`src/rtl/hs_grant_responder.sv`:
```
// Responder side of the level request/grant handshake: grants after GNT_DLY cycles,
// counts xfer beats while granted, and pulses done with the beat count. Optional HS_TIMEOUT_EN.
module hs_grant_responder #(
  parameter int GNT_DLY  = 3,
  parameter int CW       = 4,
  parameter int HOLD_MAX = 8
) (
  input  logic          clk,
  input  logic          rst_n,
  input  logic          req,
  input  logic          xfer,
  output logic          gnt,
  output logic          busy,
  output logic          done,
  output logic [CW-1:0] beats,
  output logic          err
);

  typedef enum logic [2:0] {
    IDLE  = 3'd0,
    WAIT  = 3'd1,
    GRANT = 3'd2,
    DONE  = 3'd3
`ifdef HS_TIMEOUT_EN
    , ERR = 3'd4
`endif
  } state_t;

  localparam logic [CW-1:0] BEAT_MAX = {CW{1'b1}};

  if (GNT_DLY < 1 || GNT_DLY > 15 || HOLD_MAX < 1 || HOLD_MAX > 255) begin : g_bad_param
    $error("hs_grant_responder: parameter out of range");
  end

  state_t        state_q, state_d;
  logic [3:0]    dly_q, dly_d;
  logic [CW-1:0] beat_q, beat_d, beat_nxt;
  logic [CW-1:0] beats_q, beats_d;
  logic          gnt_q, gnt_d, busy_q, busy_d, done_q, done_d, err_q, err_d;
`ifdef HS_TIMEOUT_EN
  logic [7:0]    idle_q, idle_d;
`endif

  // Saturating count including the beat sampled on this edge.
  assign beat_nxt = (xfer && beat_q != BEAT_MAX) ? beat_q + 1'b1 : beat_q;

  always_comb begin
    state_d = state_q;
    dly_d   = dly_q;
    beat_d  = beat_q;
    beats_d = beats_q;
    gnt_d   = 1'b0;
    busy_d  = 1'b0;
    done_d  = 1'b0;
    err_d   = 1'b0;
`ifdef HS_TIMEOUT_EN
    idle_d  = idle_q;
`endif
    case (state_q)
      IDLE: begin
        if (req) begin
          state_d = WAIT;
          busy_d  = 1'b1;
          dly_d   = 4'(GNT_DLY - 1);
          beat_d  = '0;
        end
      end
      WAIT: begin
        busy_d = 1'b1;
        if (!req) begin
          state_d = IDLE;
          busy_d  = 1'b0;
        end else if (dly_q == 4'd0) begin
          state_d = GRANT;
          gnt_d   = 1'b1;
`ifdef HS_TIMEOUT_EN
          idle_d  = '0;
`endif
        end else begin
          dly_d = dly_q - 4'd1;
        end
      end
      GRANT: begin
        gnt_d  = 1'b1;
        busy_d = 1'b1;
        beat_d = beat_nxt;
        if (!req) begin
          state_d = DONE;
          gnt_d   = 1'b0;
          busy_d  = 1'b0;
          done_d  = 1'b1;
          beats_d = beat_nxt;
        end
`ifdef HS_TIMEOUT_EN
        // A request dropping on the timeout edge still completes normally.
        else if (xfer) begin
          idle_d = '0;
        end else if (idle_q + 8'd1 == 8'(HOLD_MAX)) begin
          state_d = ERR;
          gnt_d   = 1'b0;
          busy_d  = 1'b0;
          err_d   = 1'b1;
        end else begin
          idle_d = idle_q + 8'd1;
        end
`endif
      end
      DONE: begin
        state_d = IDLE;
      end
`ifdef HS_TIMEOUT_EN
      ERR: begin
        err_d = 1'b1;
        if (!req) begin
          state_d = IDLE;
          err_d   = 1'b0;
        end
      end
`endif
      default: state_d = IDLE;
    endcase
  end

  always_ff @(posedge clk) begin
    if (!rst_n) begin
      state_q <= IDLE;
      dly_q   <= '0;
      beat_q  <= '0;
      beats_q <= '0;
      gnt_q   <= 1'b0;
      busy_q  <= 1'b0;
      done_q  <= 1'b0;
      err_q   <= 1'b0;
`ifdef HS_TIMEOUT_EN
      idle_q  <= '0;
`endif
    end else begin
      state_q <= state_d;
      dly_q   <= dly_d;
      beat_q  <= beat_d;
      beats_q <= beats_d;
      gnt_q   <= gnt_d;
      busy_q  <= busy_d;
      done_q  <= done_d;
      err_q   <= err_d;
`ifdef HS_TIMEOUT_EN
      idle_q  <= idle_d;
`endif
    end
  end

  assign gnt   = gnt_q;
  assign busy  = busy_q;
  assign done  = done_q;
  assign beats = beats_q;
  assign err   = err_q;

endmodule

```
`config.mk`:
```
export PLATFORM = sky130hd
export DESIGN_NAME = hs_grant_responder
export DESIGN_NICKNAME = d
export VERILOG_FILES = /design/src/rtl/hs_grant_responder.sv
export SDC_FILE = /design/constraint.sdc
export NUM_CORES = 1
export LEC_CHECK = 0
export ABC_AREA = 1
export CAP_MARGIN = 0
export CORE_MARGIN = 2
export CORE_UTILIZATION = 48
export DETAILED_ROUTE_END_ITERATION = 10
export PLACE_DENSITY = 0.77
export SYNTH_ARGS = -nofsm -noshare
export SYNTH_HDL_FRONTEND = slang
export SYNTH_SLANG_ARGS = --single-unit
```
`constraint.sdc`:
```
create_clock -name clk -period 1.3 [get_ports clk]
set_clock_uncertainty 0.1 [all_clocks]
set_input_delay 0.39 -clock clk [delete_from_list [all_inputs] [get_ports clk]]
set_output_delay 0.39 -clock clk [all_outputs]
set_load 0.03 [all_outputs]
```
# [Yosys cells after proc, flatten, opt, wreduce, memory -nomap -nowiden]
# Cells that the tools add are included.
[totals] register_bits=18 ramBits=0 input_bits=4 word_cells=47 out_inout_bits=8 memories=0 latchBits=0 rom_bits=0
[op_classes] shifts=0 eq_ne=8 div=0 n_bitwise=1 mul=0 n_reduce_logical=12 magnitude_cmp=0 mux=17 n_addsub=2
[op_table] op="4-bit 2-to-1 mux" n=5
[op_table] op="4-bit case mux with 2 select lines" n=2
[op_table] op="3-bit 2-to-1 mux" n=4
[op_table] op="3-bit case mux with 3 select lines" n=1
[op_table] op="2-bit inequality test, second input constant" n=4
[op_table] op="2-bit AND reduction" n=4
[op_table] op="4-bit by 1-bit adder with 4-bit output, second input constant" n=1
[op_table] op="4-bit zero test" n=1
[op_table] op="1-bit 2-to-1 mux" n=4
[op_table] op="4-bit inequality test, second input constant" n=1
[op_table] op="4-bit AND reduction" n=1
[op_table] op="2-bit nonzero test" n=2
[op_table] op="4-bit by 1-bit subtractor with 4-bit output, second input constant" n=1
[op_table] op="3-bit by 1-bit equality test with 1-bit output, second input constant" n=1
[op_table] op="3-bit by 2-bit equality test with 1-bit output, second input constant" n=1
[op_table] op="3-bit zero test" n=1
[op_table] op="3-bit inequality test, second input constant" n=1
[op_table] op="3-bit AND reduction" n=1
[op_table] op="3-bit OR reduction" n=1
[op_table] op="1-bit case mux with 2 select lines" n=1
[op_table] op="1-bit logical AND" n=1
[op_table] op="1-bit NOT" n=1

# [Depth between registers and ports, before layout]
# Gate-level depths: netlist of run 1.
[depth] word_depth=4 ltp_mapped=9 ltp_nobuf=9

# [Worst setup path after synthesis of run 1]
# Ideal clock, no wire load.
[synth_path] path_kind="flip-flop to flip-flop" from="register state_q[0]" to="register dly_q[3]" stages_incl_launch_ff=7 arrival_time_ns=1.117 period_less_slack_ns=1.332 n_path_buf=0 slack_ns=-0.032 required_ns=1.085 setup_ns=0.115 cell_sequence="dfxtp_1 -> inv_1 -> ha_1 -> nand3_1 -> nand2_4 -> a21oi_1 -> nor2_1"
[synth_between] elab_chain_len=3 word_cells_on_any_way=8 classes_between="4 x eq/ne; 1 x mux; 3 x reduce/logical"
[synth_rtl] item="from (decl)" line_no="35" rtl="state_t state_q, state_d;"
[synth_rtl] item="from (signal assigned)" line_no="138" rtl="state_q <= state_d;"
[synth_rtl] item="3-bit by 1-bit equality test with 1-bit output or 3-bit zero test (tied branches)" line_no="59" rtl="case (state_q)"
[synth_rtl] item="2-bit inequality test (no source line) or 2-bit nonzero test (tied branches)"
[synth_rtl] item="4-bit AND reduction (no source line)"
[synth_rtl] item="to (signal assigned)" line_no="139" rtl="dly_q <= dly_d;"
[synth_rtl] item="to (decl)" line_no="36" rtl="logic [3:0] dly_q, dly_d;"
# Several ways; a longest one is shown, not always the timed one.
# A chain may end at the register's enable or synchronous reset.

# [Worst setup path in the final report of run 1]
[layout_path] from="register state_q[1]" to="register dly_q[1]"
# The elaborated chain is that of the path after synthesis.

==> impl_results.md, run 1 <==
* Final Wtd Congestion at 0.790
* Mapped Nets at 143
* Core Util, Final at 0.780
* WP data required at 1400 ps
* Total GRT Usage at 0.214
* DRT antenna net count at 0
* H-tree level count at 1
* Width of the die at 48.2 um
* DP Area at 0.00118 mm2
* Worst skew pair latency at 290 ps
* Nets@finish at 175
* DR vias at 959
* Area Growth Syn to Fin at 48.1%
* Yosys cell types at 23
* Syn Std Cell Area at 938 um2
* CTS tree: yes
* Die Area at 0.00232 mm2
* CTS Buf Count at 3
* Power per cell area at 1740 mW/mm2
* Syn Area/Cell at 7.16 um2
* Initial DRC Count at 19
* Slowest cell on crit path: dfxtp_4
* Mean number of vias per cell at 5.13
* Register area share after synthesis at 0.363
* CP Capture Type: register
* Die Y at 48.2 um
* Max cap viols at 0
* Wirelength per Cell at 13.6 um
* Number of synthesized register bits at 17
* Hold Crit Class: register to register
* Status: finished with violations
* Initial antenna violation count at 0
* Clock sinks at 17
* DRT Pass-1 Iters at 4
* Seq. cell area at 358 um2
* Largest net degree at the start of global routing at 11
* YS warnings at 0
* Site Rows at 15
* Share of layout cells above drive strength 1 at 0.475
* Clock-pin slew on the worst setup and hold paths at 100 ps
* Vias in the first global route at 811
* Worst Setup Path Type: register to register
* Io pins at 12
* Unrepaired setup endpoints after global routing: true
* Peak Freq at 749 MHz
* Crit path time final at 1340 ps
* Worst path max stage delay at 380 ps
* Final WL at 2.54 mm
* Multi-input combinational cell area at 643 um2
* Post-synth top area share at 0.363
* Failing checks: negative setup slack
* Worst-path cell chain: inv_4 -> ha_4 -> nand2_2 -> inv_2 -> nand2_4 -> nand2_8 -> nand3_2 -> nand2_1 -> nor2_1
* Fin crit share at 1.03
* Pins Over Slew Limit at 0
* Port bufs at 10
* Max Buffers Root-to-Sink at 2
* Fillcell total at 125
* Drt drc at 0
* First-pass GRT wire length at 3.42 mm
* Setup slack after layout at -35.7 ps
* Maximum VDD drop at 0.00134 V
* CP arrival at 1430 ps
* N_diodes at 0
* Crit path max fanout at 7
* GRT overflow at 0
* Clk root buf: clkbuf_4
* Yosys top cell by area: dfxtp_1
* Mapped Cells at 131
* Final hold vios at 0
* Design area at 0.00139 mm2
* DP HPWL at 1.64 mm
* Largest cells by area after synthesis: dfxtp_1, nand2_1, ha_1, nand3_1, inv_1
* Initial Utilization at 0.526
* Crit start category: register
* # setup viols final at 6
* Leak at 0.626 nW
* CORE AREA at 0.00178 mm2
-- stage by stage --
step	total power, mW	setup TNS [ps]	hold WS [ps]	setup slack [ps]	instances
2_1_floorplan	1.39	-6.03	374	-2.15	131
3_3_place_gp	1.67	-5840	389	-395	179
3_5_place_dp	1.71	-6520	396	-430	179
4_1_cts	2.12	0	410	0.260	184
5_1_grt	2.57	-924	426	-93.0	187
6_report	2.42	-140	399	-35.7	187
-- cells in the final DEF, fill, tap and decap left out --
cell and n:
nand3_1 7, dfxtp_4 2, o21ai_0 1, clkinv_2 1
o21ai_1 1, dfxtp_1 7, a31oi_1 1, buf_12 1
a21o_1 1, nand2_2 4, conb_1 1, nor2_1 11
nand2_4 2, buf_4 20, dlymetal6s2s_1 1, nand2_1 28
a21oi_1 6, ha_1 4, clkbuf_4 3, dlygate4sd2_1 1
o21ai_2 2, clkdlybuf4s50_1 1, nand4_1 2, nand2_8 1
inv_2 6, buf_6 5, nor2_2 2, inv_4 2
nor2_4 1, ha_4 4, nor3_1 2, dfxtp_2 8
inv_1 10, nand3_2 7, a21oi_2 6
-- synthesized netlist by cell type --
cell,number
nand2_1,30
dfxtp_1,17
inv_1,13
nand3_1,13
nor2_1,13
a21oi_1,9
ha_1,8
inv_2,5
a21oi_2,3
nand2_2,3
nand2_4,2
nand4_1,2
nor3_1,2
o21ai_1,2
a21o_1,1
a31oi_1,1
buf_4,1
clkbuf_1,1
conb_1,1
nand3_2,1
nor2_2,1
o21ai_0,1
o21ai_2,1
-- critical path: cells and delay by family (launching register included) --
family                   cells  cell delay (ps)
AND/OR/NAND/NOR              6              410
flip-flops                   1              380
buffers and inverters        2              190
adder cells (fa/ha/maj)      1              140
-- worst paths after layout --
| kind | from | end | slack, ps | depth (start not counted) |
|---|---|---|---|---|
| setup / recovery | state_q[1]$_SDFFE_PN0P_ | dly_q[1]$_SDFFE_PN0P_ | -40 | 9 |
| hold reg to reg | dly_q[1]$_SDFFE_PN0P_ | dly_q[1]$_SDFFE_PN0P_ | 400 | 2 |
| setup reg to reg | state_q[1]$_SDFFE_PN0P_ | dly_q[1]$_SDFFE_PN0P_ | -40 | 9 |
| hold / removal | dly_q[1]$_SDFFE_PN0P_ | dly_q[1]$_SDFFE_PN0P_ | 400 | 2 |
-- cell families (layout without fill, tap and decap cells) --
kind of cell               after synthesis  count (layout)  share of synthesized area
DFF                                     17              17                      0.363
and+or+nand+nor                         67              67                      0.327
adders and majority gates                8               8                      0.107
other                                    1               1                    0.00400
buffers and inverters                   20              51                     0.0840
AOI/OAI and AO/OA                       18              18                      0.116
-- layout make-up --
class,count,area share
Multi-Input combinational cell,94,0.463
Sequential cell,17,0.257
Timing Repair Buffer,29,0.185
Inverter,18,0.0522
Tap cell,25,0.0225
Clock buffer,3,0.0162
Clock inverter,1,0.00360
-- registers in the layout (all words and copies together) (netlist names) --
register	cells
beats	4
beat_q	4
state_q	2
dly_q	4
done	1
busy	1
gnt	1
-- repair_timing --
| item | CTS | global route |
|---|---|---|
| pin swaps | 2 | 9 |
| setup endpoints to repair | 18 | 19 |
| gates resized for setup | 17 | 29 |
| buffers inserted | 1 | 3 |
| hold buffers | 0 | 0 |
-- power breakdown --
group	leakage (nW)	total, mW	internal (mW)	switching (mW)
Clock	0.0177	0.288	0.114	0.173
Sequential	0.143	0.752	0.640	0.112
Combinational	0.465	1.38	0.596	0.786
Total	0.626	2.42	1.35	1.07
-- routing by layer --
metal,vias to the layer above,part of all wire,global-route usage
met5,-,0,0
met4,0,0.015,0.0811
met3,6,0.029,0.0333
met2,17,0.52,0.368
met1,456,0.43,0.267
li1,480,-,-
Note: power is estimated with default switching activity, not from simulation.
==> inputs of run 2 (changes only) <==
SLEW_MARGIN = 20   (was default)
==> results of run 2 <==
Same layout as run 1: the final DEF is identical, and so are final timing and power.
